**src/rtl/det_event_monitor.sv**
```systemverilog
// det_event_monitor: counts high stretches of a detector level, measures each
// stretch, and offers one {length, index} report per completed stretch through
// a one-deep valid/ready holding register. Lost reports set a sticky drop flag.
// Optional feature macro: DET_MON_MAXLEN_EN adds a registered max_len output
// tracking the longest completed run since reset/clr.
module det_event_monitor #(
  parameter int unsigned CNT_W = 8,
  parameter int unsigned LEN_W = 8
) (
  input  logic             clk,
  input  logic             reset,
  input  logic             det,
  input  logic             clr,
  output logic             rpt_valid,
  input  logic             rpt_ready,
  output logic [LEN_W-1:0] rpt_len,
  output logic [CNT_W-1:0] rpt_idx,
  output logic [CNT_W-1:0] evt_count,
  output logic             drop
`ifdef DET_MON_MAXLEN_EN
  ,
  output logic [LEN_W-1:0] max_len
`endif
);

  localparam logic [CNT_W-1:0] CNT_MAX = '1;
  localparam logic [LEN_W-1:0] LEN_MAX = '1;

  typedef enum logic [1:0] {
    IDLE  = 2'd0,
    RUN   = 2'd1,
    FLUSH = 2'd2
  } state_e;

  state_e           state_q, state_d;
  logic [LEN_W-1:0] run_len_q;
  logic [CNT_W-1:0] cur_idx_q;
  logic [CNT_W-1:0] evt_count_q;
  logic             rpt_valid_q;
  logic [LEN_W-1:0] rpt_len_q;
  logic [CNT_W-1:0] rpt_idx_q;
  logic             drop_q;

  logic             start_c;
  logic             extend_c;
  logic             complete_c;
  logic [CNT_W-1:0] evt_inc_c;
  logic [LEN_W-1:0] len_inc_c;

  // State register
  always_ff @(posedge clk or posedge reset) begin
    if (reset) state_q <= IDLE;
    else       state_q <= state_d;
  end

  // Next-state logic; clr parks in FLUSH while det is still high
  always_comb begin
    state_d = state_q;
    if (clr) begin
      state_d = det ? FLUSH : IDLE;
    end else begin
      case (state_q)
        IDLE:    if (det)  state_d = RUN;
        RUN:     if (!det) state_d = IDLE;
        FLUSH:   if (!det) state_d = IDLE;
        default: state_d = IDLE;
      endcase
    end
  end

  // Output decode: strobes that drive the datapath registers
  always_comb begin
    start_c    = 1'b0;
    extend_c   = 1'b0;
    complete_c = 1'b0;
    if (!clr) begin
      case (state_q)
        IDLE:    start_c = det;
        RUN: begin
          extend_c   = det;
          complete_c = !det;
        end
        default: ;
      endcase
    end
  end

  // Saturating increments
  always_comb begin
    evt_inc_c = (evt_count_q == CNT_MAX) ? evt_count_q : evt_count_q + CNT_W'(1);
    len_inc_c = (run_len_q == LEN_MAX) ? run_len_q : run_len_q + LEN_W'(1);
  end

  // Event counter, current index and run-length measurement
  always_ff @(posedge clk or posedge reset) begin
    if (reset) begin
      evt_count_q <= '0;
      cur_idx_q   <= '0;
      run_len_q   <= '0;
    end else if (clr) begin
      evt_count_q <= '0;
      run_len_q   <= '0;
    end else if (start_c) begin
      evt_count_q <= evt_inc_c;
      cur_idx_q   <= evt_inc_c;
      run_len_q   <= LEN_W'(1);
    end else if (extend_c) begin
      run_len_q   <= len_inc_c;
    end
  end

  // One-deep report register with back-to-back handoff and sticky drop
  always_ff @(posedge clk or posedge reset) begin
    if (reset) begin
      rpt_valid_q <= 1'b0;
      rpt_len_q   <= '0;
      rpt_idx_q   <= '0;
      drop_q      <= 1'b0;
    end else if (clr) begin
      rpt_valid_q <= 1'b0;
      drop_q      <= 1'b0;
    end else if (complete_c) begin
      if (!rpt_valid_q || rpt_ready) begin
        rpt_valid_q <= 1'b1;
        rpt_len_q   <= run_len_q;
        rpt_idx_q   <= cur_idx_q;
      end else begin
        drop_q      <= 1'b1;
      end
    end else if (rpt_valid_q && rpt_ready) begin
      rpt_valid_q <= 1'b0;
    end
  end

`ifdef DET_MON_MAXLEN_EN
  logic [LEN_W-1:0] max_len_q;

  // Longest completed run, including runs whose report was dropped
  always_ff @(posedge clk or posedge reset) begin
    if (reset)                                       max_len_q <= '0;
    else if (clr)                                    max_len_q <= '0;
    else if (complete_c && (run_len_q > max_len_q)) max_len_q <= run_len_q;
  end

  assign max_len = max_len_q;
`endif

  assign rpt_valid = rpt_valid_q;
  assign rpt_len   = rpt_len_q;
  assign rpt_idx   = rpt_idx_q;
  assign evt_count = evt_count_q;
  assign drop      = drop_q;

endmodule

```
**config.mk**
```make
export PLATFORM = sky130hd
export DESIGN_NAME = det_event_monitor
export DESIGN_NICKNAME = d
export VERILOG_FILES = /design/src/rtl/det_event_monitor.sv
export SDC_FILE = /design/constraint.sdc
export NUM_CORES = 1
export LEC_CHECK = 0
export CAP_MARGIN = 20
export CORE_ASPECT_RATIO = 0.5
export CORE_MARGIN = 2
export CORE_UTILIZATION = 50
export CTS_CLUSTER_SIZE = 25
export DETAILED_ROUTE_END_ITERATION = 7
export DONT_BUFFER_PORTS = 1
export PLACE_DENSITY_LB_ADDON = 0.1
export SLEW_MARGIN = 20
export SYNTH_ARGS = -nofsm -noshare
export SYNTH_HDL_FRONTEND = slang
export SYNTH_SLANG_ARGS = --single-unit
export TNS_END_PERCENT = 5
```
**constraint.sdc**
```tcl
create_clock -name clk -period 2.46 [get_ports clk]
set_input_delay 0.738 -clock clk [delete_from_list [all_inputs] [get_ports clk]]
set_output_delay 0.738 -clock clk [all_outputs]
set_load 0.05 [all_outputs]
```
# After elaboration in Yosys (flattened, before gate mapping)
# Cells that the tools add are included.
dict set report word_totals {
  register_bits 44
  input_bits 5
  output_inout_bits 26
}
dict set report op_classes {
  n_addsub 2
  n_eq_ne 9
  mux 25
  bitwise 1
  reduce_logical 16
}
# op n
set op_table {}
lappend op_table {{8-bit two-way mux} 7}
lappend op_table {{8-bit by 1-bit adder with 8-bit output (second input constant)} 2}
lappend op_table {{8-bit == test (second input constant)} 2}
lappend op_table {{1-bit two-way mux} 13}
lappend op_table {{2-bit AND reduction} 5}
lappend op_table {{2-bit two-way mux} 4}
lappend op_table {{3-bit by 2-bit inequality test with 1-bit output (second input constant)} 2}
lappend op_table {{3-bit inequality test (second input constant)} 2}
lappend op_table {{3-bit nonzero test} 2}
lappend op_table {{2-bit case mux with 2 select lines} 1}
lappend op_table {{2-bit nonzero test} 2}
lappend op_table {{3-bit AND reduction} 1}
lappend op_table {{2-bit by 1-bit == test with 1-bit output (second input constant)} 1}
lappend op_table {{2-bit == test (second input constant)} 1}
lappend op_table {{1-bit logical NOT} 2}
lappend op_table {{2-bit logical NOT} 1}
lappend op_table {{2-bit inequality test (second input constant)} 1}
lappend op_table {{2-bit OR reduction} 1}
lappend op_table {{1-bit logical AND} 1}
lappend op_table {{1-bit logical OR} 1}
lappend op_table {{1-bit NOT} 1}

# Depth between registers and ports, before layout
dict set report logic_depth {
  word_depth 6
  depth_mapped 9
  ltp_nobuf 6
}

# Least setup slack after synthesis
# No wires, ideal clock.
dict set report synth_timing {
  path_type {input -> register}
  startpoint {in det}
  endpoint {reg rpt_idx_q[2], in the netlist rpt_idx[2]}
  arrival_time_ns 1.897
  path_slack_ns 0.438
  stages 6
  path_cell_list {buf_6 > nand2b_4 > or3b_1 > buf_6 > buf_12 > mux2_4}
}
dict set report synth_between {
  elab_chain_cells 4
}
# item line
set synth_rtl {}
lappend synth_rtl {{from (decl)} 12} ;# input logic det,
lappend synth_rtl {{1-bit logical NOT} 81} ;# complete_c = !det;
lappend synth_rtl {{1-bit two-way mux} 77} ;# case (state_q)
lappend synth_rtl {{1-bit two-way mux} 76} ;# if (!clr) begin
lappend synth_rtl {{3-bit AND reduction (no source line)} n/a}
lappend synth_rtl {{to (signal assigned)} 126} ;# rpt_idx_q <= cur_idx_q;
lappend synth_rtl {{to (decl)} 41} ;# logic [CNT_W-1:0] rpt_idx_q;
# Every way passes these cells.
# A chain may end at the register's enable or synchronous reset.

# Worst setup path after layout
dict set report layout_timing {
  startpoint {reg evt_count_q[2], in the netlist evt_count[2]}
  endpoint {out evt_count[2]}
}
# item line
set layout_lines {}
lappend layout_lines {{from (decl)} 38} ;# logic [CNT_W-1:0] evt_count_q;
lappend layout_lines {{from (signal assigned)} 104} ;# evt_count_q <= evt_inc_c;
lappend layout_lines {{to (decl)} 18} ;# output logic [CNT_W-1:0] evt_count,
# No word-level cell between the ends.

==> results.py <==
metrics = {
    "yosys": {
        "synthMuxAreaShare": 0.121,
        "synthesis.area_mm2": 0.00215,
        "synth-simple-area-share": 0.166,
        "syn_nets": 203,
        "synth_top_family_by_area": "simple AND/OR/NAND/NOR gates",
        "async_flop_share": 1.00,
        "synth_ff_type": "dfrtp_1",
        "synth-adder-area-share": 0.0233,
        "yosys_warnings": 0,
        "synth_top_area_frac": 0.513,
        "syn_avg_cell_area_um2": 11.1,
        "ys_seq_area_frac": 0.513,
        "yosysUniqueCellTypes": 38,
        "synth_compound_area_frac": 0.0822,
        "synth-edff-count": 0,
        "synth-xor-area-share": 0.0530,
        "synthTopCellsByArea": "dfrtp_1 51%, mux2_4 5.6%, xor2_1 4.9%, mux2_2 3.7%, nor2_1 3.3%",
        "syn_inst": 194,
        "yosysTopAreaCell": "dfrtp_1",
        "ys_ff_latch": 44,
    },
    "floorplanning": {
        "die_h_um": 50.3,
        "num_rows": 16,
        "dieArea_mm2": 0.00487,
        "die_w_um": 96.7,
        "ios": 31,
        "start_util": 0.536,
        "coreArea_mm2": 0.00400,
    },
    "setup_path": {
        "cp_max_fo": 9,
        "endpoint_kind": "output pin",
        "crit_type": "flip-flop to output pin",
        "r2r_cells": 6,
        "rr_endpoint": "rpt_idx[5]$_DFFE_PP0P_",
        "critPathLaunch": "evt_count[2]$_DFFE_PP0P_",
        "startpoint_type": "flip-flop",
        "cp.required_ns": 1.72,
        "arrival_ns": 1.07,
        "r2r_slack_ns": 0.70,
        "timing.rr.start": "state_q[1]$_DFFE_PP0P_",
    },
    "place": {
        "dp_cells": 247,
        "place.gp.congestion": 0.844,
        "dpl.hpwl_mm": 2.64,
        "pre_cts_ws_ns": 0.589,
        "portBuffers": 0,
        "placed_cell_area_mm2": 0.00223,
    },
    "sta": {
        "finalSetupViolCount": 0,
        "setup_tns_ns": 0,
        "skew_ns": 0.00825,
        "drv_slew": 0,
        "fmax_mhz": 554,
        "hold_slack_ns": 0.450,
        "fin_ws_ns": 0.656,
        "period_share": 0.733,
        "rsz0062_at_grt": "no",
        "relSlewSlack": 0.563,
        "tightest_slew_ns": 0.656,
        "post-route-min-period_ns": 1.80,
        "final_hold_viol_count": 0,
    },
    "detailed_routing": {
        "drc": 0,
        "totalWireLength_mm": 3.70,
        "vias": 1401,
        "ant_nets": 0,
        "drt_iter0_markers": 56,
        "wl_per_cell_um": 14.5,
        "post_drt_via_cell_ratio": 5.49,
        "firstDrtPassIters": 4,
    },
    "final_layout": {
        "fin_nets": 209,
        "drive_gt1_frac": 0.189,
        "area_growth_pct": 9.32,
        "antenna_cells": 0,
        "final_area_mm2": 0.00235,
        "final_util": 0.586,
        "stdcell_count": 255,
        "fillers": 340,
    },
    "cts": {
        "clk_transition_reported_paths_ns": 0.09,
        "clk_latency_ns": 0.30,
        "clock_path_buffers": 2,
        "cts_buffers": 5,
        "cts_tree": "done",
        "cts.sink_count": 44,
        "cts_setup_buffers": 0,
        "h-tree-depth": 2,
        "hold_buffers": 0,
        "clockRootBuffer": "clkbuf_8",
        "cts_resized": 0,
    },
    "grt": {
        "grt_use_total": 0.173,
        "grt_overflow": 0,
        "grt_pass1_wl_mm": 6.62,
        "grt_start_max_net_pins": 45,
        "antenna_found_initial": 0,
        "grt_pass1_vias": 1324,
    },
    "flow_run": {
        "cap_violations": 0,
    },
    "outcome": {
        "status": "completed",
    },
    "power": {
        "p_leak_nw": 1.10,
        "peakVddDrop_mv": 0.283,
        "power_density_mw_per_mm2": 686,
        "power_mw": 1.61,
    },
    "worst_hold_path": {
        "hp-class": "input pin to asynchronous set/reset pin",
    },
}
-- cell type report --
class	instances	area, µm²	area share
clock buffers	6	82.6	0.0352
flip-flops and latches	44	1100	0.469
multi-input cells	135	955	0.407
inverters	4	15.0	0.00640
repair buffers	10	87.6	0.0373
clock inverters	2	38.8	0.0165
well taps	54	67.6	0.0288
-- flip-flops by register name, indices dropped and copies added, names as in the netlist --
name	cells
rpt_len	8
run_len_q	8
rpt_valid	1
evt_count	8
drop	1
cur_idx_q	8
state_q	2
rpt_idx	8
-- cell usage after synthesis, drive strengths merged (3+ instances only) --
cell type,n
and2,5
nor2,19
nor3,5
clkbuf,5
dfrtp,44
nand2b,6
a21oi,5
mux2,15
xor2,12
nand4,6
o21ai,12
nand2,14
and3,3
nand3,7
buf,6
inv,4
ha,4
mux2i,6
o211ai,3
-- cell families after synthesis --
| logic type | Yosys count |
|---|---|
| compound gates | 28 |
| fa+ha+maj | 4 |
| buf+inv | 15 |
| mux | 21 |
| flops | 44 |
| xor+xnor | 13 |
| simple gates | 69 |
-- worst max-delay path by stage --
stage	cells after the start	end
global placement	4	rpt_len[1]$_DFFE_PP0P_
CTS	0	evt_count[2]
finish	0	evt_count[2]
detailed placement	4	rpt_idx[5]$_DFFE_PP0P_
floorplan	6	rpt_idx[2]$_DFFE_PP0P_
global route	5	run_len_q[0]$_DFFE_PP0P_
-- worst reg2reg max path, stage by stage, from the launching register on --
cell      delay [ns]
dfrtp_1         0.37
inv_1           0.09
ha_1            0.23
nand2b_4        0.07
or3b_1          0.40
buf_12          0.18
mux2_4          0.30
-- power breakdown --
part | internal [mW] | leakage (nW) | switching (mW)
sequential | 0.764 | 0.605 | 0.105
clock | 0.332 | 0.0614 | 0.252
combinational | 0.0638 | 0.436 | 0.0927
-- layout by cell type, fill, tap and decap left out, types with 2 or more instances in the layout --
| master | count |
|---|---|
| dfrtp_1 | 44 |
| nor2_1 | 19 |
| nand2_1 | 14 |
| xor2_1 | 12 |
| o21ai_0 | 10 |
| buf_4 | 9 |
| mux2_4 | 8 |
| nand3_1 | 7 |
| mux2_2 | 7 |
| nand4_1 | 6 |
| mux2i_1 | 6 |
| clkbuf_8 | 6 |
| nand2b_1 | 5 |
| a21oi_1 | 5 |
| nor3_1 | 5 |
| ha_1 | 4 |
| inv_1 | 3 |
| and3_1 | 3 |
| o211ai_1 | 3 |
| and2_1 | 3 |
| and2_2 | 2 |
| o21ai_1 | 2 |
-- per-layer routing --
metal | GRT usage | vias to the layer above | routed length (µm)
met3 | 0.0557 | 8 | 151
met1 | 0.242 | 682 | 1840
met5 | 0 | - | 0
li1 | - | 690 | -
met4 | 0.0493 | 0 | 39
met2 | 0.260 | 21 | 1670
(Power assumes the default switching activity.)
